===== config.mk =====
export PLATFORM = sky130hd
export DESIGN_NAME = feature_fetcher
export DESIGN_NICKNAME = d
export VERILOG_FILES = /design/src/rtl/feature_fetcher.sv
export SDC_FILE = /design/constraint.sdc
export NUM_CORES = 1
export LEC_CHECK = 0
export BUFFER_PORTS_ARGS = -buffer_cell sky130_fd_sc_hd__buf_2
export CAP_MARGIN = 5
export CORE_ASPECT_RATIO = 1.5
export CORE_MARGIN = 10
export CORE_UTILIZATION = 40
export CTS_BUF_LIST = sky130_fd_sc_hd__clkbuf_8
export DETAILED_ROUTE_END_ITERATION = 10
export HOLD_SLACK_MARGIN = 0.03
export PLACE_DENSITY_LB_ADDON = 0.1
export SYNTH_ARGS = -nofsm -noshare
export SYNTH_HDL_FRONTEND = slang
export SYNTH_SLANG_ARGS = --single-unit

===== constraint.sdc =====
create_clock -name clk -period 2.8 [get_ports clk]
set_input_delay 0.28 -clock clk [delete_from_list [all_inputs] [get_ports clk]]
set_output_delay 0.28 -clock clk [all_outputs]
set_load 0.02 [all_outputs]

===== src/rtl/feature_fetcher.sv =====
// Feature-buffer write-path front end: turns a load command plus a word stream
// into demux write strobes and tracks ping-pong bank occupancy.
`timescale 1ns/1ps
`ifndef DATA_BUS_WIDTH
`define DATA_BUS_WIDTH 32
`endif

module feature_fetcher #(
  parameter int unsigned DATA_BUS_WIDTH = `DATA_BUS_WIDTH,
  parameter int unsigned ADDR_WIDTH     = 8
) (
  input  logic                      clk,
  input  logic                      rst_n,
  input  logic                      cmd_valid,
  output logic                      cmd_ready,
  input  logic                      cmd_bank,
  input  logic [ADDR_WIDTH-1:0]     cmd_base_addr,
  input  logic [ADDR_WIDTH-1:0]     cmd_len_m1,
  input  logic [DATA_BUS_WIDTH-1:0] s_data,
  input  logic                      s_valid,
  output logic                      s_ready,
  input  logic [1:0]                bank_release,
  output logic                      fetcher_to_mem,
  output logic [ADDR_WIDTH-1:0]     wr_feature_addr,
  output logic [DATA_BUS_WIDTH-1:0] wr_feature_data,
  output logic                      wr_feature_sel,
  output logic                      load_done,
  output logic [1:0]                bank_full,
  output logic                      busy
);

  typedef enum logic [1:0] {
    ST_IDLE = 2'd0,
    ST_LOAD = 2'd1,
    ST_DONE = 2'd2
  } state_e;

  state_e                    state_q, state_d;
  logic                      bank_q, bank_d;
  logic [ADDR_WIDTH-1:0]     base_q, base_d;
  logic [ADDR_WIDTH-1:0]     len_q, len_d;
  logic [ADDR_WIDTH-1:0]     count_q, count_d;
  logic                      wr_en_q, wr_en_d;
  logic [ADDR_WIDTH-1:0]     addr_q, addr_d;
  logic [DATA_BUS_WIDTH-1:0] data_q, data_d;
  logic                      sel_q, sel_d;
  logic                      done_q, done_d;
  logic [1:0]                full_q, full_d;
  logic [1:0]                full_set;

  logic cmd_fire;
  logic beat;
  logic last_beat;

  // Handshake decodes; cmd_ready looks at the requested bank's occupancy directly.
  assign cmd_ready = (state_q == ST_IDLE) && !full_q[cmd_bank];
  assign s_ready   = (state_q == ST_LOAD);
  assign busy      = (state_q != ST_IDLE);
  assign cmd_fire  = cmd_valid && cmd_ready;
  assign beat      = s_valid && s_ready;
  assign last_beat = beat && (count_q == len_q);

  // State register
  always_ff @(posedge clk or negedge rst_n) begin
    if (!rst_n) begin
      state_q <= ST_IDLE;
    end else begin
      state_q <= state_d;
    end
  end

  // Next-state logic
  always_comb begin
    state_d = state_q;
    unique case (state_q)
      ST_IDLE: if (cmd_fire) state_d = ST_LOAD;
      ST_LOAD: if (last_beat) state_d = ST_DONE;
      ST_DONE: state_d = ST_IDLE;
      default: state_d = ST_IDLE;
    endcase
  end

  // Output / datapath next values
  always_comb begin
    bank_d   = bank_q;
    base_d   = base_q;
    len_d    = len_q;
    count_d  = count_q;
    wr_en_d  = 1'b0;
    addr_d   = addr_q;
    data_d   = data_q;
    sel_d    = sel_q;
    done_d   = 1'b0;
    full_set = 2'b00;
    unique case (state_q)
      ST_IDLE: begin
        if (cmd_fire) begin
          bank_d  = cmd_bank;
          base_d  = cmd_base_addr;
          len_d   = cmd_len_m1;
          count_d = '0;
        end
      end
      ST_LOAD: begin
        if (beat) begin
          wr_en_d = 1'b1;
          addr_d  = base_q + count_q;
          data_d  = s_data;
          sel_d   = bank_q;
          count_d = count_q + ADDR_WIDTH'(1);
        end
        if (last_beat) begin
          done_d           = 1'b1;
          full_set[bank_q] = 1'b1;
        end
      end
      // Keep asserting the set through DONE so a coincident release cannot clear it.
      ST_DONE: full_set[bank_q] = 1'b1;
      default: ;
    endcase
    full_d = (full_q & ~bank_release) | full_set;
  end

  // Datapath and output registers
  always_ff @(posedge clk or negedge rst_n) begin
    if (!rst_n) begin
      bank_q  <= 1'b0;
      base_q  <= '0;
      len_q   <= '0;
      count_q <= '0;
      wr_en_q <= 1'b0;
      addr_q  <= '0;
      data_q  <= '0;
      sel_q   <= 1'b0;
      done_q  <= 1'b0;
      full_q  <= 2'b00;
    end else begin
      bank_q  <= bank_d;
      base_q  <= base_d;
      len_q   <= len_d;
      count_q <= count_d;
      wr_en_q <= wr_en_d;
      addr_q  <= addr_d;
      data_q  <= data_d;
      sel_q   <= sel_d;
      done_q  <= done_d;
      full_q  <= full_d;
    end
  end

  assign fetcher_to_mem  = wr_en_q;
  assign wr_feature_addr = addr_q;
  assign wr_feature_data = data_q;
  assign wr_feature_sel  = sel_q;
  assign load_done       = done_q;
  assign bank_full       = full_q;

endmodule


Yosys cells after proc, flatten, opt, wreduce, memory -nomap -nowiden
Cells that the tools add are included.
{"block": "totals", "reg_bits": 72, "output_inout_bits": 48, "word_cells": 54}
{"block": "op_classes", "n_addsub": 2, "order_cmp": 3, "n_eq_ne": 6, "muxes": 16, "bitwise_logic": 3, "reduce_logical": 13}
{"cell": "2-to-1 mux 8 bit", "n": 2}
{"cell": "case mux 8 bit (2 select lines)", "n": 1}
{"cell": "adder 8 x 1 -> 8 bit (second input constant)", "n": 1}
{"cell": "adder 8 bit", "n": 1}
{"cell": "== test 8 bit", "n": 1}
{"cell": "case mux 2 bit (2 select lines)", "n": 2}
{"cell": "2-to-1 mux 1 bit", "n": 7}
{"cell": "2-to-1 mux 2 bit", "n": 3}
{"cell": "AND reduction 2 bit", "n": 3}
{"cell": "logical AND 1 bit", "n": 5}
{"cell": "< comparator 1 x 2 -> 1 bit (second input constant)", "n": 2}
{"cell": "inequality test 2 x 1 -> 1 bit (second input constant)", "n": 2}
{"cell": "nonzero test 2 bit", "n": 2}
{"cell": "AND reduction 3 bit", "n": 1}
{"cell": "bitwise AND 2 bit", "n": 1}
{"cell": "== test 2 x 1 -> 1 bit (second input constant)", "n": 1}
{"cell": "== test 2 bit (second input constant)", "n": 1}
{"cell": "zero test 2 bit", "n": 1}
{"cell": "inequality test 2 bit (second input constant)", "n": 1}
{"cell": "NOT 2 bit", "n": 1}
{"cell": "bitwise OR 2 bit", "n": 1}
{"cell": "demux 1 bit (select 1 bit)", "n": 1}
{"cell": "greater-or-equal comparator 1 bit (second input constant)", "n": 1}
{"cell": "zero test 1 bit", "n": 1}

Depth between registers and ports, before layout
Gate-level depths: netlist (run 1).
{"block": "depth", "ltp_word": 7, "ltp_mapped": 9, "mapped_depth_nobuf": 7}

Least setup slack after synthesis (run 1)
OpenSTA, ideal clock, no wires.
{"block": "synth_path", "path_type": "register to register", "from": "register count_q[0]", "to": "register addr_q[6] (netlist: wr_feature_addr[6])", "setup_ps": 69, "arrival_ps": 1909, "path_slack_ps": 822, "stages_incl_launch_ff": 7, "path_buffers": 0, "synth_period_minus_slack_ps": 1978, "path_cell_list": "dfrtp_1 ha_1 fa_1 a21o_1 a31o_2 a2111oi_0 nand3b_1"}
{"block": "synth_via", "elab_chain_len": 1}
{"item": "start, declared", "line": "42", "rtl": "logic [ADDR_WIDTH-1:0] count_q, count_d;"}
{"item": "start signal, assigned", "line": "141", "rtl": "count_q <= count_d;"}
{"item": "adder 8 bit", "line": "107", "rtl": "addr_d = base_q + count_q;"}
{"item": "end signal, assigned", "line": "143", "rtl": "addr_q <= addr_d;"}
{"item": "end, declared", "line": "44", "rtl": "logic [ADDR_WIDTH-1:0] addr_q, addr_d;"}
No other way between the ends.
A chain may end at the register's enable or synchronous reset.

Final worst setup path (run 1)
Same ends and word-level chain as after synthesis.

==> results of run 1 <==
-- power by group --
group / internal, mW / switching [mW]
registers: 1.47 / 0.270
clock network: 0.521 / 0.391
logic: 0.710 / 1.34
-- path summary, 6_finish.rpt --
| path | slack (ns) | start | to | cells after the start |
|---|---|---|---|---|
| worst max-delay path | 0.60 | count_q[0] | wr_feature_addr[6] | 6 |
| worst min-delay path | 0.11 | cmd_len_m1[2] | len_q[2] | 3 |
| worst max register to register | 0.60 | count_q[0] | wr_feature_addr[6] | 6 |
| worst min register to register | 0.47 | wr_feature_data[21] | wr_feature_data[21] | 2 |
| max in group asynchronous | 1.60 | rst_n | count_q[1] | 3 |
| min in group asynchronous | 0.52 | rst_n | wr_feature_data[10] | 2 |
-- worst max-delay path: stages (launching register included) --
cell       delay [ns]
dfrtp_1          0.48
ha_1             0.26
fa_1             0.42
a21o_1           0.20
a31o_2           0.25
a2111oi_0        0.35
nand3b_1         0.16
-- placed cells by master (no fill, tap or decap), types with 7 or more instances in the layout --
cell,netlist,layout
a21oi_1,9,9
buf_2,3,102
clkbuf_8,0,10
dfrtp_1,72,72
ha_1,13,13
inv_1,14,15
nand2_1,163,163
nand3_1,7,7
o21ai_0,7,7
xor2_1,8,8
-- registers in the layout, summed over array words and instances, names as in the netlist --
| register | flops |
|---|---|
| wr_feature_addr | 8 |
| fetcher_to_mem | 1 |
| bank_q | 1 |
| base_q | 8 |
| count_q | 8 |
| wr_feature_data | 32 |
| bank_full | 2 |
| len_q | 8 |
| state_q | 2 |
| load_done | 1 |
| wr_feature_sel | 1 |
-- cells by family after synthesis --
kind of cell | synth area share [%]
AO/OA/AOI/OAI | 9.503
flip-flops | 52.63
multiplexers | 1.279
buffers and inverters | 3.838
adder cells (fa/ha/maj) | 5.336
XOR/XNOR | 3.070
AND/OR/NAND/NOR | 24.34
-- through the flow --
| stage | area [um2] | utilization, % |
|---|---|---|
| 2_1_floorplan | 3423 | - |
| 3_3_place_gp | 4046 | 48.39 |
| 3_5_place_dp | 4046 | 48.39 |
| 4_1_cts | 4278 | 51.16 |
| 5_1_grt | 4278 | 51.16 |
| 6_report | 4278 | 51.16 |
-- cell type report --
type,count,area share (%)
clock inverters,6,1.960
clock buffers,10,3.217
flip-flops and latches,72,42.12
well taps,107,3.130
repair buffers,109,13.51
inverters,14,1.228
multi-input cells,276,34.83
-- layer usage --
layer  GRT usage, %  vias up  wire, um
met4          6.003        0       133
li1               -     1458         -
met5              0        -         0
met2          24.47       84      4606
met3          4.218       10       693
met1          16.00     1365      3554
-- timing repair --
action | CTS | global route
hold endpoints to repair | 31 | 0
hold buffers | 1 | 0
gates resized for setup | 0 | 0
==> reports/results.ini, run 1 <==
[placed_design]
numPortBuffers=102
dp.cells=577
dp_hpwl_um=6604
place.gp.congestion=0.7884
detailedPlace.worstSlack_ns=0.6277

[synthesis]
synth_common_cells=nand2_1 (163), dfrtp_1 (72), inv_1 (14)
synth_area_leaders=dfrtp_1 (53%), nand2_1 (18%), ha_1 (4.8%)
yosys_warnings=0
ys_ff_latch=72
syn_avg_cell_area_um2=9.032
synth_ff_type=dfrtp_1
yosys.area.top_type=dfrtp_1
yosysSeqAreaShare_pct=52.63
syn-num-nets=448
synth.cell_area_mm2=0.003423
ys_types=45
synth.top_cell.area_share_pct=52.63
synth_edf_count=0
synthArstFlopShare_pct=100.0
synthCells=379
synth_most_common_cell=nand2_1

[die]
coreArea_mm2=0.008362
fp.dieH_um=133.3
die_w_um=95.54
initial_core_util_pct=40.94
ios=103
std_cell_rows=41
dieArea_mm2=0.01273

[drt]
viasPerCell=4.911
wl_per_cell_um=15.13
drt-total-wl_um=8987
detail-route-antenna-nets=0
vias=2917
drt_iter0_drc=75
dr.pass1.iters=4
post-route-drc-count=0

[cells_and_area]
fill_cells=827
finalNetCount=551
multi_input_area_mm2=0.001490
synthToLayoutAreaGrowth_pct=24.96
final-seq-area_mm2=0.001802
drive_gt1_share_pct=26.49
antenna_cells=0
instances_no_fill=594

[sta]
setup_viol=0
rsz0062_at_grt=no
fmax_mhz=455.1
maxSlewHeadroom_pct=51.12
fin_crit_sh_pct=78.48
fin_tns_setup_ns=0
report.final.hold_viol_count=0
maxSlewViolCount=0
clock_skew_ns=0.005634
post-route-min-period_ns=2.197
setup_slack_ns=0.6026
whs_ns=0.1128
tightest_slew_ns=0.7332

[cts]
cts_made_buffers=9
path_clk_slew_ns=0.08
cts_tree=built
root_buffer=clkbuf_8
cts.path.max_buffers=2
clock_latency_ns=0.35
post-cts-setup-buffers=0
clock_sinks=72
htree_num_levels=3

[power_and_ir_drop]
peakVddDrop_v=0.0004727
power.leakage_nw=2.362
p_per_area_mw_per_mm2=1097
p_total_mw=4.694

[global_route]
grt_use_total_pct=14.37
overflow=0
grt_max_degree=49
antenna_found_initial=0
grt_pass1_wl_um=14680
grt_pass1_vias=2985

[hold_path]
hp-class=primary input to register

[critical_path]
required_ns=3.08
arrival_ns=2.48
crit_fanout=8
critPathCaptureType=register
crit_type=register to register
startpoint_type=register

[flow_run]
maxCapViolCount=0

[status]
status=finished clean

(Power assumes the default switching activity.)
==> run 2, diff against run 1 <==
- clock period: 2.8 -> 2 ns (I/O delays scaled with it)
==> reports/results.ini, run 2 (synthesis gave the netlist of run 1 again) <==
[global_route]
grt_pass1_vias=3104
grt_max_degree=73
grt_pass1_wl_um=14840
overflow=0
antenna_found_initial=0
grt_use_total_pct=14.51

[critical_path]
required_ns=2.27
crit_family=simple AND/OR/NAND/NOR gates
slowest_stage=or4_1
path_cells=inv_1, ha_4, buf_4, nor2b_1, o211ai_1, or4_1, a21boi_1
startpoint_type=register
crit_fanout=5
arrival_ns=2.16
critPathCaptureType=register
crit_path_max_incr_delay_ns=0.51
crit_type=register to register
crit_buf_inv=2
rrSetupSlack_ns=0.11

[die]
std_cell_rows=41
die_w_um=95.54
fp.dieH_um=133.3
dieArea_mm2=0.01273
initial_core_util_pct=40.94
ios=103
coreArea_mm2=0.008362

[status]
status=finished clean

[sta]
fmax_mhz=530.0
post-route-min-period_ns=1.887
tightest_slew_ns=0.4788
maxSlewViolCount=0
report.final.hold_viol_count=0
maxSlewHeadroom_pct=68.08
fin_tns_setup_ns=0
clock_skew_ns=0.008361
setup_viol=0
fin_crit_sh_pct=94.34

[hold_path]
hp-class=primary input to register

[drt]
drt_iter0_drc=103
detail-route-antenna-nets=0
post-route-drc-count=0
viasPerCell=4.826
vias=3026
wl_per_cell_um=14.51
drt-total-wl_um=9098
dr.pass1.iters=4

[cells_and_area]
synthToLayoutAreaGrowth_pct=34.72
final_common_cell=nand2_1
drive_gt1_share_pct=27.31
finalNetCount=584
largest_reg_flops=32
fill_cells=791
antenna_cells=0
final_cell_mix=nand2_1 (163), buf_2 (102), dfrtp_1 (72)

[placed_design]
dp_hpwl_um=6613
numPortBuffers=102
place.gp.congestion=0.7920

[cts]
clock_sinks=72
htree_num_levels=3
cts_tree=built
cts.path.max_buffers=2
clock_latency_ns=0.34
cts_made_buffers=9
path_clk_slew_ns=0.07
root_buffer=clkbuf_8

[power_and_ir_drop]
power.leakage_nw=2.509
p_total_mw=6.640
p_per_area_mw_per_mm2=1440
peakVddDrop_v=0.0006041

[flow_run]
maxCapViolCount=0

==> run 2: cell types whose count changed in the layout (fill, tap and decap cells not counted), moves of 2 or more <==
cell,previous run,this run
dlygate4sd3_1,1,25
ha_1,13,10
buf_4,5,14
ha_4,0,2
clkinvlp_4,2,0
==> run 2: path summary, 6_finish.rpt <==
| check | from | endpoint | cells after the start |
|---|---|---|---|
| max | state_q[1] | count_q[6] | 7 |
| min | s_data[2] | wr_feature_data[2] | 3 |
| max reg2reg | state_q[1] | count_q[6] | 7 |
| min reg2reg | wr_feature_sel | wr_feature_sel | 2 |
| max in group asynchronous | rst_n | wr_feature_data[30] | 3 |
| min in group asynchronous | rst_n | wr_feature_data[20] | 3 |
==> run 2: cell type report <==
| cell class | instances | area [um2] | area share, % |
|---|---|---|---|
| Sequential cell | 72 | 1802 | 39.07 |
| Clock buffer | 11 | 151.4 | 3.283 |
| Inverter | 14 | 52.55 | 1.139 |
| Timing Repair Buffer | 142 | 885.9 | 19.21 |
| Multi-Input combinational cell | 276 | 1539 | 33.37 |
| Tap cell | 107 | 133.9 | 2.903 |
| Clock inverter | 5 | 47.55 | 1.031 |
==> run 2: worst min-delay path: cells and delay by family <==
family / cells / cell delay [ns]
simple gates: 2 / 0.09
buf+inv: 1 / 0.07
==> run 2: where the power goes <==
group | internal (mW) | leakage [nW] | total (mW) | switching (mW)
clock | 0.631 | 0.112 | 1.15 | 0.519
combinational | 1.13 | 1.48 | 3.09 | 1.96
sequential | 2.05 | 0.915 | 2.40 | 0.343
==> run 2: repair_timing <==
item / CTS / global route
cloned: 0 / 0
setup endpoints to repair: 1 / 6
setup buffers: 0 / 1
hold buffers: 25 / 0
resized for setup: 3 / 6
hold endpoints to repair: 96 / 0
pin swaps: 0 / 2
==> run 2: per-stage QoR <==
| step | hold WS [ns] | cells | cell area (um2) | setup slack (ns) | utilization, % |
|---|---|---|---|---|---|
| floorplan | -0.09559 | 379 | 3423 | 0.02204 | - |
| global placement | 0.2612 | 585 | 4106 | 0.01651 | 49.11 |
| detailed placement | 0.2620 | 585 | 4106 | -0.04102 | 49.11 |
| CTS | 0.03005 | 626 | 4564 | 0.03043 | 54.59 |
| global route | 0.04028 | 627 | 4612 | -0.01696 | 55.15 |
| finish | 0.05007 | 627 | 4612 | 0.1131 | 55.15 |
==> run 2: layer usage <==
layer / wire length (um) / track usage (%)
met2: 4564 / 24.58
met4: 175 / 6.086
met1: 3719 / 16.45
met5: 0 / 0
met3: 639 / 3.993
==> run 3, diff against run 2 <==
- clock period: 2 -> 1.7 ns (I/O delays scaled with it)
==> reports/results.ini, run 3 (synthesis gave the netlist of run 1 again) <==
[placed_design]
dp.cells=596
numPortBuffers=102
dp_hpwl_um=6688
place.gp.congestion=0.8280

[sta]
setup_viol=4
clock_skew_ns=0.01021
fin_crit_sh_pct=108.0
tightest_slew_ns=0.4093
setup_slack_ns=-0.1356
maxSlewHeadroom_pct=72.62
maxSlewViolCount=0
post-route-min-period_ns=1.836
report.final.hold_viol_count=0
rsz0062_at_grt=yes
whs_ns=0.1158
fmax_mhz=544.8

[critical_path]
reg2regPathDepth=6
rrSetupSlack_ns=-0.14
crit_path_max_incr_delay_ns=0.39
path_cells=ha_2, fa_2, a21o_1, a31o_2, a2111oi_4, nand3b_1
worstSetupStartpoint=count_q[0]
arrival_ns=2.11
crit_type=register to register
reg2reg_from=count_q[0]
slowest_stage=dfrtp_1
critPathCaptureType=register
crit_fanout=2
startpoint_type=register
rr_endpoint=wr_feature_addr[6]
required_ns=1.98
critPathCapture=wr_feature_addr[6]

[cells_and_area]
instances_no_fill=674
final_cell_mix=nand2_1 (163), buf_2 (102), dfrtp_1 (71)
finalNetCount=631
antenna_cells=0
final_core_util_pct=61.53
synthToLayoutAreaGrowth_pct=50.29
fill_cells=705
largest_reg_flops=32
drive_gt1_share_pct=32.28
final_common_cell=nand2_1

[die]
die_w_um=95.54
fp.dieH_um=133.3
coreArea_mm2=0.008362
ios=103
initial_core_util_pct=40.94
dieArea_mm2=0.01273
std_cell_rows=41

[drt]
post-route-drc-count=0
vias=3249
dr.pass1.iters=4
wl_per_cell_um=14.44
drt-total-wl_um=9735
drt_iter0_drc=134
viasPerCell=4.820
detail-route-antenna-nets=0

[power_and_ir_drop]
power.leakage_nw=2.730
p_per_area_mw_per_mm2=1625
peakVddDrop_v=0.0008020

[cts]
htree_num_levels=3
cts.path.max_buffers=2
clock_latency_ns=0.35
cts_made_buffers=9
clock_sinks=72
path_clk_slew_ns=0.08
root_buffer=clkbuf_8
cts_tree=built

[global_route]
antenna_found_initial=0
grt_pass1_wl_um=15770
grt_pass1_vias=3299
overflow=0
grt_use_total_pct=15.35
grt_max_degree=73

[flow_run]
maxCapViolCount=0

[hold_path]
hp-class=primary input to register

[status]
status=finished, violations left
violations=setup timing

-- run 3: changes by cell type in the layout (fill, tap and decap cells not counted), sizes merged --
cell / delta
a21oi: +1
buf: +20
clkinvlp: +1
dlygate4sd3: +26
inv: -1
-- run 3: stage by stage --
stage	TNS [ns]	area [um2]	setup slack, ns	power (mW)
after floorplan	-0.1808	3471	-0.1808	5.263
after global placement	-0.1685	4223	-0.1685	6.510
after detailed placement	-0.2690	4223	-0.2074	6.597
after CTS	-0.1655	4989	-0.1538	8.157
after global routing	-0.6412	5145	-0.1877	9.008
final	-0.1715	5145	-0.1356	8.363
-- run 3: what timing repair did --
action,CTS,global route
cloned,0,1
hold endpoints to repair,122,0
setup endpoints to repair,4,14
hold buffers,51,0
resized for setup,6,20
setup buffers,5,6
pin swaps,2,14
-- run 3: power by group --
| part | switching [mW] | internal, mW |
|---|---|---|
| combinational | 2.52 | 1.65 |
| clock | 0.612 | 0.743 |
| sequential | 0.422 | 2.42 |
| total | 3.55 | 4.81 |
-- run 3: area by class of cell --
type,count,area (um2),area share (%)
Clock buffer,11,151.4,2.943
Clock inverter,5,47.55,0.9241
Inverter,14,56.30,1.094
Multi-Input combinational cell,277,1649,32.05
Sequential cell,72,1803,35.04
Tap cell,107,133.9,2.602
Timing Repair Buffer,188,1304,25.34
-- run 3: worst min path at each step --
stage	end	cells past startpoint	start	slack (ns)
detailed placement	wr_feature_data[11]	2	rst_n	0.23
CTS	bank_q	2	cmd_bank	0.1
floorplan	bank_full[0]	0	rst_n	-0.13
global route	bank_q	2	cmd_bank	0.11
global placement	wr_feature_data[11]	2	rst_n	0.23
finish	bank_q	2	cmd_bank	0.12
-- run 3: metal layers --
| metal | global-route usage (%) | vias to the layer above | wire, um |
|---|---|---|---|
| met3 | 4.218 | 17 | 697 |
| li1 | - | 1620 | - |
| met2 | 26.02 | 98 | 5144 |
| met5 | 0 | - | 0 |
| met1 | 17.18 | 1514 | 3666 |
| met4 | 6.908 | 0 | 227 |
-- run 3: critical path: cells and delay by family, from the launching register on --
kind / cells / cell delay [ns]
DFF: 1 / 0.39
AOI/OAI and AO/OA: 3 / 0.69
adders and majority gates: 2 / 0.54
and+or+nand+nor: 1 / 0.14
